**src/rtl/main_ctl_pkg.sv**
```systemverilog
// Shared types for the multicycle main control: state encodings, opcodes,
// ALUOp codes and the control word handed from the output decoder to the top.
// ILLEGAL_TRAP_EN selects whether illegal opcodes trap or run as a NOP.
package main_ctl_pkg;

    typedef enum logic [3:0] {
        FETCH     = 4'd0,
        DECODE    = 4'd1,
        MEM_ADDR  = 4'd2,
        MEM_READ  = 4'd3,
        MEM_WB    = 4'd4,
        MEM_WRITE = 4'd5,
        R_EXEC    = 4'd6,
        R_WB      = 4'd7,
        BRANCH    = 4'd8,
        JUMP      = 4'd9,
        ADDI_EXEC = 4'd10,
        TRAP      = 4'd11,
        ADDI_WB   = 4'd12
    } state_t;

    localparam logic [5:0] OP_RTYPE = 6'h00;
    localparam logic [5:0] OP_LW    = 6'h23;
    localparam logic [5:0] OP_SW    = 6'h2B;
    localparam logic [5:0] OP_BEQ   = 6'h04;
    localparam logic [5:0] OP_J     = 6'h02;
    localparam logic [5:0] OP_ADDI  = 6'h08;

    localparam logic [1:0] ALUOP_ADD   = 2'b00;
    localparam logic [1:0] ALUOP_SUB   = 2'b01;
    localparam logic [1:0] ALUOP_FUNCT = 2'b10;

    typedef struct packed {
        logic [1:0] alu_op;
        logic       alu_src_a;
        logic [1:0] alu_src_b;
        logic       pc_write;
        logic       pc_write_cond;
        logic [1:0] pc_source;
        logic       i_or_d;
        logic       mem_read;
        logic       mem_write;
        logic       ir_write;
        logic       reg_dst;
        logic       mem_to_reg;
        logic       reg_write;
        logic       trap;
    } ctl_t;

endpackage

```
**src/rtl/multicycle_main_control_if.sv**
```systemverilog
// Controller <-> datapath bundle: IR opcode and memory ready in, control
// word out. master = controller side, slave = datapath side.
interface multicycle_main_control_if #(
    parameter int OPCODE_W = 6
);
    logic [OPCODE_W-1:0] opcode;
    logic                mem_ready;
    logic [1:0]          alu_op;
    logic                alu_src_a;
    logic [1:0]          alu_src_b;
    logic                pc_write;
    logic                pc_write_cond;
    logic [1:0]          pc_source;
    logic                i_or_d;
    logic                mem_read;
    logic                mem_write;
    logic                ir_write;
    logic                reg_dst;
    logic                mem_to_reg;
    logic                reg_write;

    modport master (
        input  opcode, mem_ready,
        output alu_op, alu_src_a, alu_src_b, pc_write, pc_write_cond,
               pc_source, i_or_d, mem_read, mem_write, ir_write,
               reg_dst, mem_to_reg, reg_write
    );

    modport slave (
        output opcode, mem_ready,
        input  alu_op, alu_src_a, alu_src_b, pc_write, pc_write_cond,
               pc_source, i_or_d, mem_read, mem_write, ir_write,
               reg_dst, mem_to_reg, reg_write
    );
endinterface

```
**src/rtl/main_ctl_outdec.sv**
```systemverilog
// Purely combinational state -> control word decoder (Moore outputs).
// TRAP only drives trap=1 when ILLEGAL_TRAP_EN is defined.
import main_ctl_pkg::*;

module main_ctl_outdec (
    input  state_t state,
    input  logic   mem_ready,
    output ctl_t   ctl
);
    // decode the control word for the current state; unlisted fields stay 0
    always_comb begin
        ctl = '0;
        case (state)
            FETCH: begin
                ctl.mem_read  = 1'b1;
                ctl.alu_src_b = 2'b01;
                ctl.alu_op    = ALUOP_ADD;
                // PC/IR update only on the completing cycle so stalls are harmless
                ctl.ir_write  = mem_ready;
                ctl.pc_write  = mem_ready;
            end
            DECODE: begin
                ctl.alu_src_b = 2'b11;
                ctl.alu_op    = ALUOP_ADD;
            end
            MEM_ADDR, ADDI_EXEC: begin
                ctl.alu_src_a = 1'b1;
                ctl.alu_src_b = 2'b10;
                ctl.alu_op    = ALUOP_ADD;
            end
            MEM_READ: begin
                ctl.mem_read = 1'b1;
                ctl.i_or_d   = 1'b1;
            end
            MEM_WB: begin
                ctl.mem_to_reg = 1'b1;
                ctl.reg_write  = 1'b1;
            end
            MEM_WRITE: begin
                ctl.mem_write = 1'b1;
                ctl.i_or_d    = 1'b1;
            end
            R_EXEC: begin
                ctl.alu_src_a = 1'b1;
                ctl.alu_op    = ALUOP_FUNCT;
            end
            R_WB: begin
                ctl.reg_dst   = 1'b1;
                ctl.reg_write = 1'b1;
            end
            BRANCH: begin
                ctl.alu_src_a     = 1'b1;
                ctl.alu_op        = ALUOP_SUB;
                ctl.pc_write_cond = 1'b1;
                ctl.pc_source     = 2'b01;
            end
            JUMP: begin
                ctl.pc_write  = 1'b1;
                ctl.pc_source = 2'b10;
            end
            ADDI_WB: begin
                ctl.reg_write = 1'b1;
            end
`ifdef ILLEGAL_TRAP_EN
            TRAP: ctl.trap = 1'b1;
`endif
            default: ctl = '0;
        endcase
    end
endmodule

```
**src/rtl/multicycle_main_control.sv**
```systemverilog
// Multicycle main-control FSM: fetch/decode/execute/memory/writeback
// sequencing, stalling on mem_ready. Reset forces all outputs low at once.
// ILLEGAL_TRAP_EN: illegal opcodes go to a sticky TRAP state instead of FETCH.
import main_ctl_pkg::*;

module multicycle_main_control #(
    parameter int OPCODE_W = 6,
    parameter int STATE_W  = 4
) (
    input  logic                         clk,
    input  logic                         rst,
    multicycle_main_control_if.master    bus,
    output logic [STATE_W-1:0]           state_o,
    output logic                         trap
);
    state_t state;
    ctl_t   dec, ctl;

    function automatic logic is_op(input logic [OPCODE_W-1:0] op, input logic [5:0] ref_op);
        return op == OPCODE_W'(ref_op);
    endfunction

    // state register with next-state selection by state/opcode/mem_ready
    always_ff @(posedge clk) begin
        if (rst) begin
            state <= FETCH;
        end else begin
            case (state)
                FETCH:     state <= bus.mem_ready ? DECODE : FETCH;
                DECODE: begin
                    if (is_op(bus.opcode, OP_LW) || is_op(bus.opcode, OP_SW)) state <= MEM_ADDR;
                    else if (is_op(bus.opcode, OP_RTYPE)) state <= R_EXEC;
                    else if (is_op(bus.opcode, OP_BEQ))   state <= BRANCH;
                    else if (is_op(bus.opcode, OP_J))     state <= JUMP;
                    else if (is_op(bus.opcode, OP_ADDI))  state <= ADDI_EXEC;
`ifdef ILLEGAL_TRAP_EN
                    else                                  state <= TRAP;
`else
                    else                                  state <= FETCH;
`endif
                end
                MEM_ADDR: begin
                    if (is_op(bus.opcode, OP_LW))      state <= MEM_READ;
                    else if (is_op(bus.opcode, OP_SW)) state <= MEM_WRITE;
                    else                               state <= FETCH;
                end
                MEM_READ:  state <= bus.mem_ready ? MEM_WB : MEM_READ;
                MEM_WB:    state <= FETCH;
                MEM_WRITE: state <= bus.mem_ready ? FETCH : MEM_WRITE;
                R_EXEC:    state <= R_WB;
                R_WB:      state <= FETCH;
                BRANCH:    state <= FETCH;
                JUMP:      state <= FETCH;
                ADDI_EXEC: state <= ADDI_WB;
                ADDI_WB:   state <= FETCH;
`ifdef ILLEGAL_TRAP_EN
                TRAP:      state <= TRAP;
`endif
                default:   state <= FETCH;
            endcase
        end
    end

    main_ctl_outdec u_outdec (
        .state     (state),
        .mem_ready (bus.mem_ready),
        .ctl       (dec)
    );

    // reset masks the decoded word so pending memory requests drop immediately
    always_comb begin
        ctl = rst ? '0 : dec;
    end

    assign bus.alu_op        = ctl.alu_op;
    assign bus.alu_src_a     = ctl.alu_src_a;
    assign bus.alu_src_b     = ctl.alu_src_b;
    assign bus.pc_write      = ctl.pc_write;
    assign bus.pc_write_cond = ctl.pc_write_cond;
    assign bus.pc_source     = ctl.pc_source;
    assign bus.i_or_d        = ctl.i_or_d;
    assign bus.mem_read      = ctl.mem_read;
    assign bus.mem_write     = ctl.mem_write;
    assign bus.ir_write      = ctl.ir_write;
    assign bus.reg_dst       = ctl.reg_dst;
    assign bus.mem_to_reg    = ctl.mem_to_reg;
    assign bus.reg_write     = ctl.reg_write;
    assign trap              = ctl.trap;
    assign state_o           = rst ? STATE_W'(FETCH) : STATE_W'(state);

endmodule
```
**src/flat_wrapper.sv**
```systemverilog
// flat-port wrapper written by rule: the top's interface ports become plain ports
module multicycle_main_control_flat 
#(
    parameter int OPCODE_W = 6,
    parameter int STATE_W  = 4
)
  (clk, rst, state_o, trap, bus_opcode, bus_mem_ready, bus_alu_op, bus_alu_src_a, bus_alu_src_b, bus_pc_write, bus_pc_write_cond, bus_pc_source, bus_i_or_d, bus_mem_read, bus_mem_write, bus_ir_write, bus_reg_dst, bus_mem_to_reg, bus_reg_write);
  multicycle_main_control_if #(.OPCODE_W(OPCODE_W)) bus_i ();
  input  logic clk;
  input  logic rst;
  output logic [STATE_W-1:0] state_o;
  output logic trap;
  input wire logic [$bits(bus_i.opcode)-1:0] bus_opcode;
  input wire logic [$bits(bus_i.mem_ready)-1:0] bus_mem_ready;
  output wire logic [$bits(bus_i.alu_op)-1:0] bus_alu_op;
  output wire logic [$bits(bus_i.alu_src_a)-1:0] bus_alu_src_a;
  output wire logic [$bits(bus_i.alu_src_b)-1:0] bus_alu_src_b;
  output wire logic [$bits(bus_i.pc_write)-1:0] bus_pc_write;
  output wire logic [$bits(bus_i.pc_write_cond)-1:0] bus_pc_write_cond;
  output wire logic [$bits(bus_i.pc_source)-1:0] bus_pc_source;
  output wire logic [$bits(bus_i.i_or_d)-1:0] bus_i_or_d;
  output wire logic [$bits(bus_i.mem_read)-1:0] bus_mem_read;
  output wire logic [$bits(bus_i.mem_write)-1:0] bus_mem_write;
  output wire logic [$bits(bus_i.ir_write)-1:0] bus_ir_write;
  output wire logic [$bits(bus_i.reg_dst)-1:0] bus_reg_dst;
  output wire logic [$bits(bus_i.mem_to_reg)-1:0] bus_mem_to_reg;
  output wire logic [$bits(bus_i.reg_write)-1:0] bus_reg_write;
  assign bus_i.opcode = bus_opcode;
  assign bus_i.mem_ready = bus_mem_ready;
  assign bus_alu_op = bus_i.alu_op;
  assign bus_alu_src_a = bus_i.alu_src_a;
  assign bus_alu_src_b = bus_i.alu_src_b;
  assign bus_pc_write = bus_i.pc_write;
  assign bus_pc_write_cond = bus_i.pc_write_cond;
  assign bus_pc_source = bus_i.pc_source;
  assign bus_i_or_d = bus_i.i_or_d;
  assign bus_mem_read = bus_i.mem_read;
  assign bus_mem_write = bus_i.mem_write;
  assign bus_ir_write = bus_i.ir_write;
  assign bus_reg_dst = bus_i.reg_dst;
  assign bus_mem_to_reg = bus_i.mem_to_reg;
  assign bus_reg_write = bus_i.reg_write;
  multicycle_main_control #(.OPCODE_W(OPCODE_W), .STATE_W(STATE_W)) u_core (.clk(clk), .rst(rst), .bus(bus_i), .state_o(state_o), .trap(trap));
endmodule
```
**config.mk**
```make
export PLATFORM = sky130hd
export DESIGN_NAME = multicycle_main_control_flat
export DESIGN_NICKNAME = d
export VERILOG_FILES = /design/src/rtl/main_ctl_pkg.sv /design/src/rtl/multicycle_main_control_if.sv /design/src/rtl/main_ctl_outdec.sv /design/src/rtl/multicycle_main_control.sv /design/src/flat_wrapper.sv
export SDC_FILE = /design/constraint.sdc
export NUM_CORES = 1
export LEC_CHECK = 0
export BUFFER_PORTS_ARGS = -buffer_cell sky130_fd_sc_hd__buf_2
export CAP_MARGIN = 20
export CORE_UTILIZATION = 43
export DETAILED_ROUTE_END_ITERATION = 10
export MAX_ROUTING_LAYER = met4
export PLACE_DENSITY = 0.78
export SLEW_MARGIN = 20
export SYNTH_ARGS = -nofsm -noshare
export SYNTH_HDL_FRONTEND = slang
export SYNTH_SLANG_ARGS = --single-unit
```
**constraint.sdc**
```tcl
create_clock -name clk -period 1.8 [get_ports clk]
set_clock_uncertainty 0.05 [all_clocks]
set_input_delay 0.18 -clock clk [delete_from_list [all_inputs] [get_ports clk]]
set_output_delay 0.18 -clock clk [all_outputs]
set_load 0.005 [all_outputs]
```
# After elaboration in Yosys (flattened, before gate mapping)
# Index checks and enable logic that the tools add are counted.
classes:
  n_eq_ne: 16
  reduce_logical: 8
  mux: 26
op_table:
  columns: ["cell", "n"]
  rows:
  - ["4-bit 2-to-1 mux", 7]
  - ["4-bit one-hot mux with 7 select lines", 1]
  - ["17-bit 2-to-1 mux", 1]
  - ["4-bit by 3-bit equality test with 1-bit output, second input constant", 4]
  - ["4-bit equality test, second input constant", 4]
  - ["6-bit equality test, second input constant", 2]
  - ["1-bit 2-to-1 mux", 10]
  - ["3-bit 2-to-1 mux", 3]
  - ["4-bit by 2-bit equality test with 1-bit output, second input constant", 2]
  - ["2-bit one-hot mux with 2 select lines", 2]
  - ["6-bit by 2-bit equality test with 1-bit output, second input constant", 1]
  - ["6-bit by 3-bit equality test with 1-bit output, second input constant", 1]
  - ["6-bit by 4-bit equality test with 1-bit output, second input constant", 1]
  - ["6-bit logical NOT", 1]
  - ["2-bit one-hot mux with 3 select lines", 1]
  - ["2-bit OR reduction", 3]
  - ["4-bit by 1-bit equality test with 1-bit output, second input constant", 1]
  - ["4-bit logical NOT", 1]
  - ["4-bit OR reduction", 1]
  - ["3-bit OR reduction", 1]
  - ["1-bit one-hot mux with 2 select lines", 1]
  - ["1-bit logical OR", 1]
totals:
  ff_bits: 4
  in_bits: 9
  out_inout_bits: 21
  wordCells: 51

# Depth between registers and ports, before layout
# Gate-level depths: netlist (run 1).
logic_depth:
  word_depth: 7
  ltp_mapped: 5
  depth_no_buf: 4

# Hierarchy
# A second synthesis (run 1) with hierarchy kept.
unflattened:
  hier_cells: 104
  area_unflattened_um2: 734.5
by_module_without_submodules:
  columns: ["module", "seq_area_each_um2", "area_each_um2", "cells_per_inst", "instances"]
  rows:
  - ["multicycle_main_control", 80.1, 509.2, 72, 1]
  - ["main_ctl_outdec", 0.0, 225.2, 32, 1]

# Worst setup path before layout (run 1)
# No wires, ideal clock.
synth_path:
  kind: "register to output"
  startpoint: "reg u_core.state[1]"
  endpoint: "out bus_alu_src_a"
  path_slack_ns: 0.319
  path_buffers: 2
  arrival_ns: 1.251
  stages_incl_launch_ff: 5
  required_time_ns: 1.570
  cell_sequence: "dfxtp_1 -> clkbuf_1 -> buf_2 -> nor2_1 -> a2111oi_0"
synth_via:
  elab_chain_cells: 4
  elab_cells_between_ends: 7
  classes_between: "4 x eq/ne; 2 x mux; 1 x reduce/logical"
synth_lines:
  columns: ["element", "line_no", "text"]
  rows:
  - ["start, declared", "multicycle_main_control.sv:16", "state_t state;"]
  - ["start signal, assigned", "multicycle_main_control.sv:29", "FETCH: state <= bus.mem_ready ? DECODE : FETCH;"]
  - ["start signal, assigned", "multicycle_main_control.sv:47", "MEM_READ: state <= bus.mem_ready ? MEM_WB : MEM_READ;"]
  - ["start signal, assigned", "multicycle_main_control.sv:49", "MEM_WRITE: state <= bus.mem_ready ? FETCH : MEM_WRITE;"]
  - ["4-bit equality test, or another cell as far along", "main_ctl_outdec.sv:13", "case (state)"]
  - ["4-bit OR reduction (no line) (*)", null, null]
  - ["1-bit 2-to-1 mux (*)", "main_ctl_outdec.sv:13", null]
  - ["17-bit 2-to-1 mux (*)", "multicycle_main_control.sv:72", "ctl = rst ? '0 : dec;"]
  - ["end, declared", "flat_wrapper.sv:16", "output wire logic [$bits(bus_i.alu_src_a)-1:0] bus_alu_src_a;"]
# Every way passes the cells marked *; elsewhere a longest branch is shown, timed or not.

# Final worst setup path (run 1)
layout_path:
  startpoint: "reg u_core.state[3]"
  endpoint: "out bus_pc_write"
layout_via:
  elab_chain_cells: 3
  elab_cells_between_ends: 4
  classes_between: "1 x eq/ne; 2 x mux; 1 x reduce/logical"
layout_lines:
  columns: ["element", "line_no", "text"]
  rows:
  - ["4-bit equality test / 4-bit logical NOT (equally long branches)", "main_ctl_outdec.sv:13", null]
  - ["1-bit one-hot mux with 2 select lines (*)", "main_ctl_outdec.sv:13", null]
  - ["17-bit 2-to-1 mux (*)", "multicycle_main_control.sv:72", null]
  - ["end, declared", "flat_wrapper.sv:18", "output wire logic [$bits(bus_i.pc_write)-1:0] bus_pc_write;"]
# Marked as above.

==> summary.md, run 1 <==
| Metric | Value |
|---|---|
| Max VDD drop | `0.262 mV` |
| Global routing met2 resource utilization | `38.6%` |
| Busiest grt layer | `met2` |
| Final HPWL DP | `1120 µm` |
| Count leader, synth | `nor2_1` |
| Grt met3 use | `1.74%` |
| Gp weighted congestion | `0.859` |
| Largest Register | `u_core.state` |
| Crit Path Max Fanout | `6` |
| Setup violations, final | `0` |
| Fillers | `113` |
| Reg clk slew, reported paths | `0.04 ns` |
| P_leak | `0.000338 µW` |
| Max clock buf depth | `2` |
| Core Box Area | `0.00116 mm²` |
| Overall Global Routing Usage | `22.4%` |
| Critical path's top delay family | `simple AND/OR/NAND/NOR gates` |
| Worst path cell trace | `inv_2, or3_4, nor2_2, or2_1, buf_2` |
| Nets | `121` |
| Outcome | `finished, final reports clean` |
| Clk_lat worst skew | `0.24 ns` |
| ANT nets after route | `0` |
| Synth async-reset ratio | `0%` |
| Critical path startpoint category | `flip-flop` |
| Yosys top cell area share | `14.3%` |
| Drt total wl | `1470 µm` |
| Area of the multi-input gates | `452 µm²` |
| Yosys cell types | `36` |
| Sequential fraction of the synthesis area | `14.3%` |
| Via count | `704` |
| Initial core utilization | `48.4%` |
| Mapped Nets | `94` |
| Vias in the first global route | `551` |
| Smallest hold slack | `0.241 ns` |
| Die Width | `38.1 µm` |
| Initial antenna violation count | `0` |
| RSZ-0062 raised after global routing | `no` |
| Max-slew violation count | `0` |
| Critical path class | `reg -> out` |
| Synth top cells by count | `nor2_1 (12), nor3_1 (11), a21oi_1 (6)` |
| Synth Instances | `85` |
| DR DRC count | `0` |
| Via density | `5.68` |
| Tcrit/Tclk final | `94.5%` |
| Req. time, crit path | `1.57 ns` |
| Netlist Area Pre-Place | `559 µm²` |
| Crit path capture type | `output pin` |
| Worst path arrival time | `1.47 ns` |
| Cell area power density | `416 mW/mm²` |
| Hold Violations, Final | `0` |
| Clk pwr share | `37.7%` |
| Ant. Diodes | `0` |
| P_int | `210 µW` |
| Input/output buffers | `28` |
| Reg area | `86.3 µm²` |
| I/O pin total | `30` |
| Slowest CP cell | `dfxtp_1` |
| DR iter-0 viols | `23` |
| Sw Ratio | `32.4%` |
| Max cap viols | `0` |
| Dpl cell area | `688 µm²` |
| Router iterations before antenna repair | `4` |
| Number of synthesized flops with an enable pin | `0` |
| Routed len/inst | `11.9 µm` |
| Max reg flops | `4` |
| Largest net degree at the start of global routing | `19` |
| Layout cell share with drive strength beyond 1 | `40.9%` |
| Cell accounting for the most synthesized area | `dfxtp_1` |
| H-tree depth | `1` |
| Psw | `101 µW` |
| #FFs+latches synth | `4` |
| GR Layer Usage met1 | `26.1%` |
| Die H | `38.1 µm` |
| Fmax achieved | `588 MHz` |
| Mapped Avg Cell Area | `6.58 µm²` |
| Syn. warnings | `0` |
| First-pass GRT wire length | `2260 µm` |
| CP max stage delay | `0.44 ns` |
| Largest registers | `u_core.state (4)` |
| Clk Tree Root Cell | `clkbuf_4` |
| Gate power share | `29.8%` |
| P&R area growth vs syn | `33.8%` |
| Min-Delay Path Class | `in -> reg` |
| # rows | `12` |
| Setup_tns | `0 ns` |
| Die area | `0.00145 mm²` |
| Flop pwr share | `32.5%` |
| Top post-synthesis cells by area | `dfxtp_1 (14%), nor3_1 (9.8%), nor2_1 (8.1%)` |
| Final instance area | `748 µm²` |
| Prevailing post-synth register cell | `dfxtp_1` |
| CP bufs+invs | `2` |
| Remaining Overflow, GRT | `0` |
| Hold_buf cts | `0` |
| CTS sink cnt | `4` |
| Minimum clock period | `1.70 ns` |
| CTS tree | `done` |
| Total CTS buffers | `3` |
[cell usage in the layout (no fill, tap or decap), types with 3 or more instances in the layout]
master,Yosys,routed
clkbuf_4,0,3
a31oi_1,4,4
nor2_1,12,11
nand2b_1,4,4
nor2b_1,5,5
a21oi_1,6,6
nor3_1,11,10
buf_2,2,28
[per-stage QoR]
| step | utilization [%] | worst slack (ns) | cells | power [µW] |
|---|---|---|---|---|
| finish | 64.7 | 0.0998 | 124 | 311 |
| global route | 64.7 | 0.0104 | 124 | 329 |
| CTS | 61.6 | 0.00747 | 124 | 305 |
| detailed placement | 59.5 | 0.159 | 121 | 191 |
| floorplan | - | 0.319 | 85 | 159 |
| global placement | 59.5 | 0.219 | 121 | 189 |
[worst min-delay path, cell delays in order]
cell      delay (ns)
buf_2           0.09
nor3_1          0.07
nand3b_1        0.08
a31oi_1         0.06
[cells by family (layout without fill, tap and decap cells)]
kind of cell / after synthesis / count (layout) / share of synthesized area (%)
other cells: 1 / 1 / 0.670
simple gates: 47 / 47 / 47.0
buf+inv: 10 / 35 / 9.84
mux: 1 / 1 / 1.79
compound gates: 20 / 20 / 23.3
xor+xnor: 2 / 2 / 3.13
flops: 4 / 4 / 14.3
[layout make-up]
class	instances	share of cell area [%]
clock buffer	3	3.01
sequential	4	11.5
inverter	1	0.502
tap	14	2.34
multi-input combinational	71	60.4
timing repair buffer	31	22.2
[layer usage]
| metal | part of all wire (%) | wire length (µm) |
|---|---|---|
| met5 | 0 | 0 |
| met4 | 1.6 | 23 |
| met3 | 4.2 | 62 |
| met2 | 50 | 731 |
| met1 | 45 | 656 |
[power by group through the flow]
| stage | sequential (µW) | clock (µW) | combinational (µW) |
|---|---|---|---|
| 6_report | 101 | 117 | 92.7 |
| 3_3_place_gp | 102 | 0 | 86.6 |
| 3_5_place_dp | 102 | 0 | 88.4 |
| 5_1_grt | 102 | 123 | 103 |
| 4_1_cts | 101 | 115 | 88.8 |
| 2_1_floorplan | 96.0 | 0 | 62.9 |
[worst paths after layout]
| check | start | endpoint | slack (ns) | cells past startpoint |
|---|---|---|---|---|
| setup / recovery | u_core.state[3] | bus_pc_write | 0.1 | 5 |
| hold / removal | bus_opcode[0] | u_core.state[2] | 0.24 | 4 |
| setup reg to reg | u_core.state[3] | u_core.state[1] | 0.29 | 4 |
| hold reg to reg | u_core.state[1] | u_core.state[1] | 0.59 | 2 |
[what timing repair did]
action | 4_1_cts | 5_1_grt
buffers inserted | 0 | 0
pin swaps | 0 | 0
endpoints found under the hold margin | 0 | 0
endpoints found under the setup margin | 1 | 6
gates resized for setup | 1 | 9
(Power assumes the default switching activity.)
==> run 2: changes to the inputs <==
Settings changed: CORE_AREA from default to 2 2 39 41, CORE_UTILIZATION 43 to default, CTS_BUF_LIST from default to sky130_fd_sc_hd__clkbuf_2 sky130_fd_sc_hd__clkbuf_4 sky130_fd_sc_hd__clkbuf_8, DIE_AREA from default to 0 0 41 43, PLACE_DENSITY 0.78 to 0.77.
==> summary.md, run 2 (synthesized netlist as in run 1, its figures left out) <==
| Metric | Value |
|---|---|
| Gp weighted congestion | `0.892` |
| DR iter-0 viols | `20` |
| Largest net degree at the start of global routing | `19` |
| Commonest non-fill, non-tap cell in the layout | `buf_2` |
| Hold Violations, Final | `0` |
| Minimum clock period | `1.72 ns` |
| Vias in the first global route | `530` |
| Clk Tree Root Cell | `clkbuf_4` |
| Input/output buffers | `28` |
| Largest Register | `u_core.state` |
| ANT nets after route | `0` |
| Setup violations, final | `0` |
| Max VDD drop | `0.262 mV` |
| P&R area growth vs syn | `30.0%` |
| Via density | `5.37` |
| Max cap viols | `0` |
| Die area | `0.00176 mm²` |
| Tcrit/Tclk final | `95.6%` |
| RSZ-0062 raised after global routing | `no` |
| Max reg flops | `4` |
| Critical path class | `reg -> out` |
| CTS sink cnt | `4` |
| Nets | `121` |
| Worst path arrival time | `1.49 ns` |
| HP Start | `rst` |
| Initial antenna violation count | `0` |
| Ant. Diodes | `0` |
| Fillers | `145` |
| Final HPWL DP | `1040 µm` |
| Req. time, crit path | `1.57 ns` |
| Final instance area | `727 µm²` |
| Min-Delay Path Class | `in -> reg` |
| H-tree depth | `1` |
| Worst R2R Start | `u_core.state[3]` |
| Overall Global Routing Usage | `19.1%` |
| DR DRC count | `0` |
| Total CTS buffers | `3` |
| CTS tree | `done` |
| Slowest CP cell | `or3_1` |
| Clk_lat worst skew | `0.24 ns` |
| Router iterations before antenna repair | `4` |
| Via count | `677` |
| # rows | `14` |
| Reg clk slew, reported paths | `0.04 ns` |
| Drt total wl | `1400 µm` |
| Die H | `43 µm` |
| Max clock buf depth | `2` |
| R2R depth | `4` |
| Commonest cells after routing, fill and taps aside | `buf_2 (28), nor3_1 (11), nor2_1 (11), a21oi_1 (6), nor2b_1 (5)` |
| Critical path depth | `4` |
| I/O pin total | `30` |
| Worst setup path start | `u_core.state[2]` |
| Core Box Area | `0.00138 mm²` |
| Outcome | `finished, final reports clean` |
| Worst path cell trace | `buf_4, or3_1, nor3_1, buf_2` |
| Largest registers | `u_core.state (4)` |
| Fmax achieved | `581 MHz` |
| Crit path capture type | `output pin` |
| Crit Path Max Fanout | `18` |
| Routed len/inst | `11.1 µm` |
| Dpl cell area | `691 µm²` |
| Setup_tns | `0 ns` |
| WHS Path Cells | `2` |
| P_leak | `0.000328 µW` |
| Setup bufs post-CTS | `0` |
| Remaining Overflow, GRT | `0` |
| Max-slew violation count | `0` |
| Critical path startpoint category | `flip-flop` |
| Cell area power density | `425 mW/mm²` |
| Initial core utilization | `40.4%` |
| CP bufs+invs | `2` |
| First-pass GRT wire length | `2250 µm` |
| CP max stage delay | `0.43 ns` |
| Layout cell share with drive strength beyond 1 | `38.2%` |
| Die Width | `41 µm` |
| Hold_buf cts | `0` |
| Critical path's top delay family | `simple AND/OR/NAND/NOR gates` |
run 2: path summary, 6_finish.rpt:
path                  endpoint  slack [ns]
min reg2reg    u_core.state[1]        0.55
max reg2reg    u_core.state[1]        0.30
max          bus_pc_write_cond        0.08
min            u_core.state[3]        0.22
run 2: repair_timing:
| action | in CTS | in global routing |
|---|---|---|
| setup endpoints to repair | 5 | 5 |
| hold endpoints to repair | 0 | 0 |
| cloned | 0 | 0 |
| resized for setup | 1 | 4 |
run 2: per-stage QoR:
stage               power [µW]  setup slack, ns  utilization, %  std cells  hold WS, ns
detailed placement         192            0.153            49.9        123        0.458
floorplan                  159            0.319               -         85        0.325
finish                     309           0.0791            52.5        126        0.215
global route               334          0.00250            52.5        126        0.237
CTS                        314           0.0439            51.6        126        0.202
global placement           191            0.184            49.9        123        0.454
run 2: routing by layer:
layer | GRT usage, % | vias to the layer above | part of all wire, %
met5 | - | - | 0
met4 | 12.0 | 0 | 1.4
met3 | 4.71 | 2 | 8.5
met2 | 25.0 | 31 | 43
met1 | 25.3 | 289 | 47
li1 | - | 355 | -
run 2: power by group:
part | switching, µW | leakage, µW | internal, µW
Clock | 42.8 | 0.0000138 | 75.0
Combinational | 50.0 | 0.000280 | 44.0
Sequential | 5.95 | 0.0000339 | 90.9
run 2: final cells by class:
type | instances | area [µm²] | area share [%]
Clock buffer | 3 | 22.5 | 3.10
Inverter | 1 | 3.75 | 0.516
Multi-Input combinational cell | 71 | 433 | 59.6
Sequential cell | 4 | 85.1 | 11.7
Tap cell | 16 | 20.0 | 2.75
Timing Repair Buffer | 31 | 163 | 22.4
run 2: worst reg2reg max path, delay by kind of cell, from the launching register on:
family	cells	cell delay [ns]
and+or+nand+nor	2	0.73
AOI/OAI and AO/OA	2	0.27
DFF	1	0.39
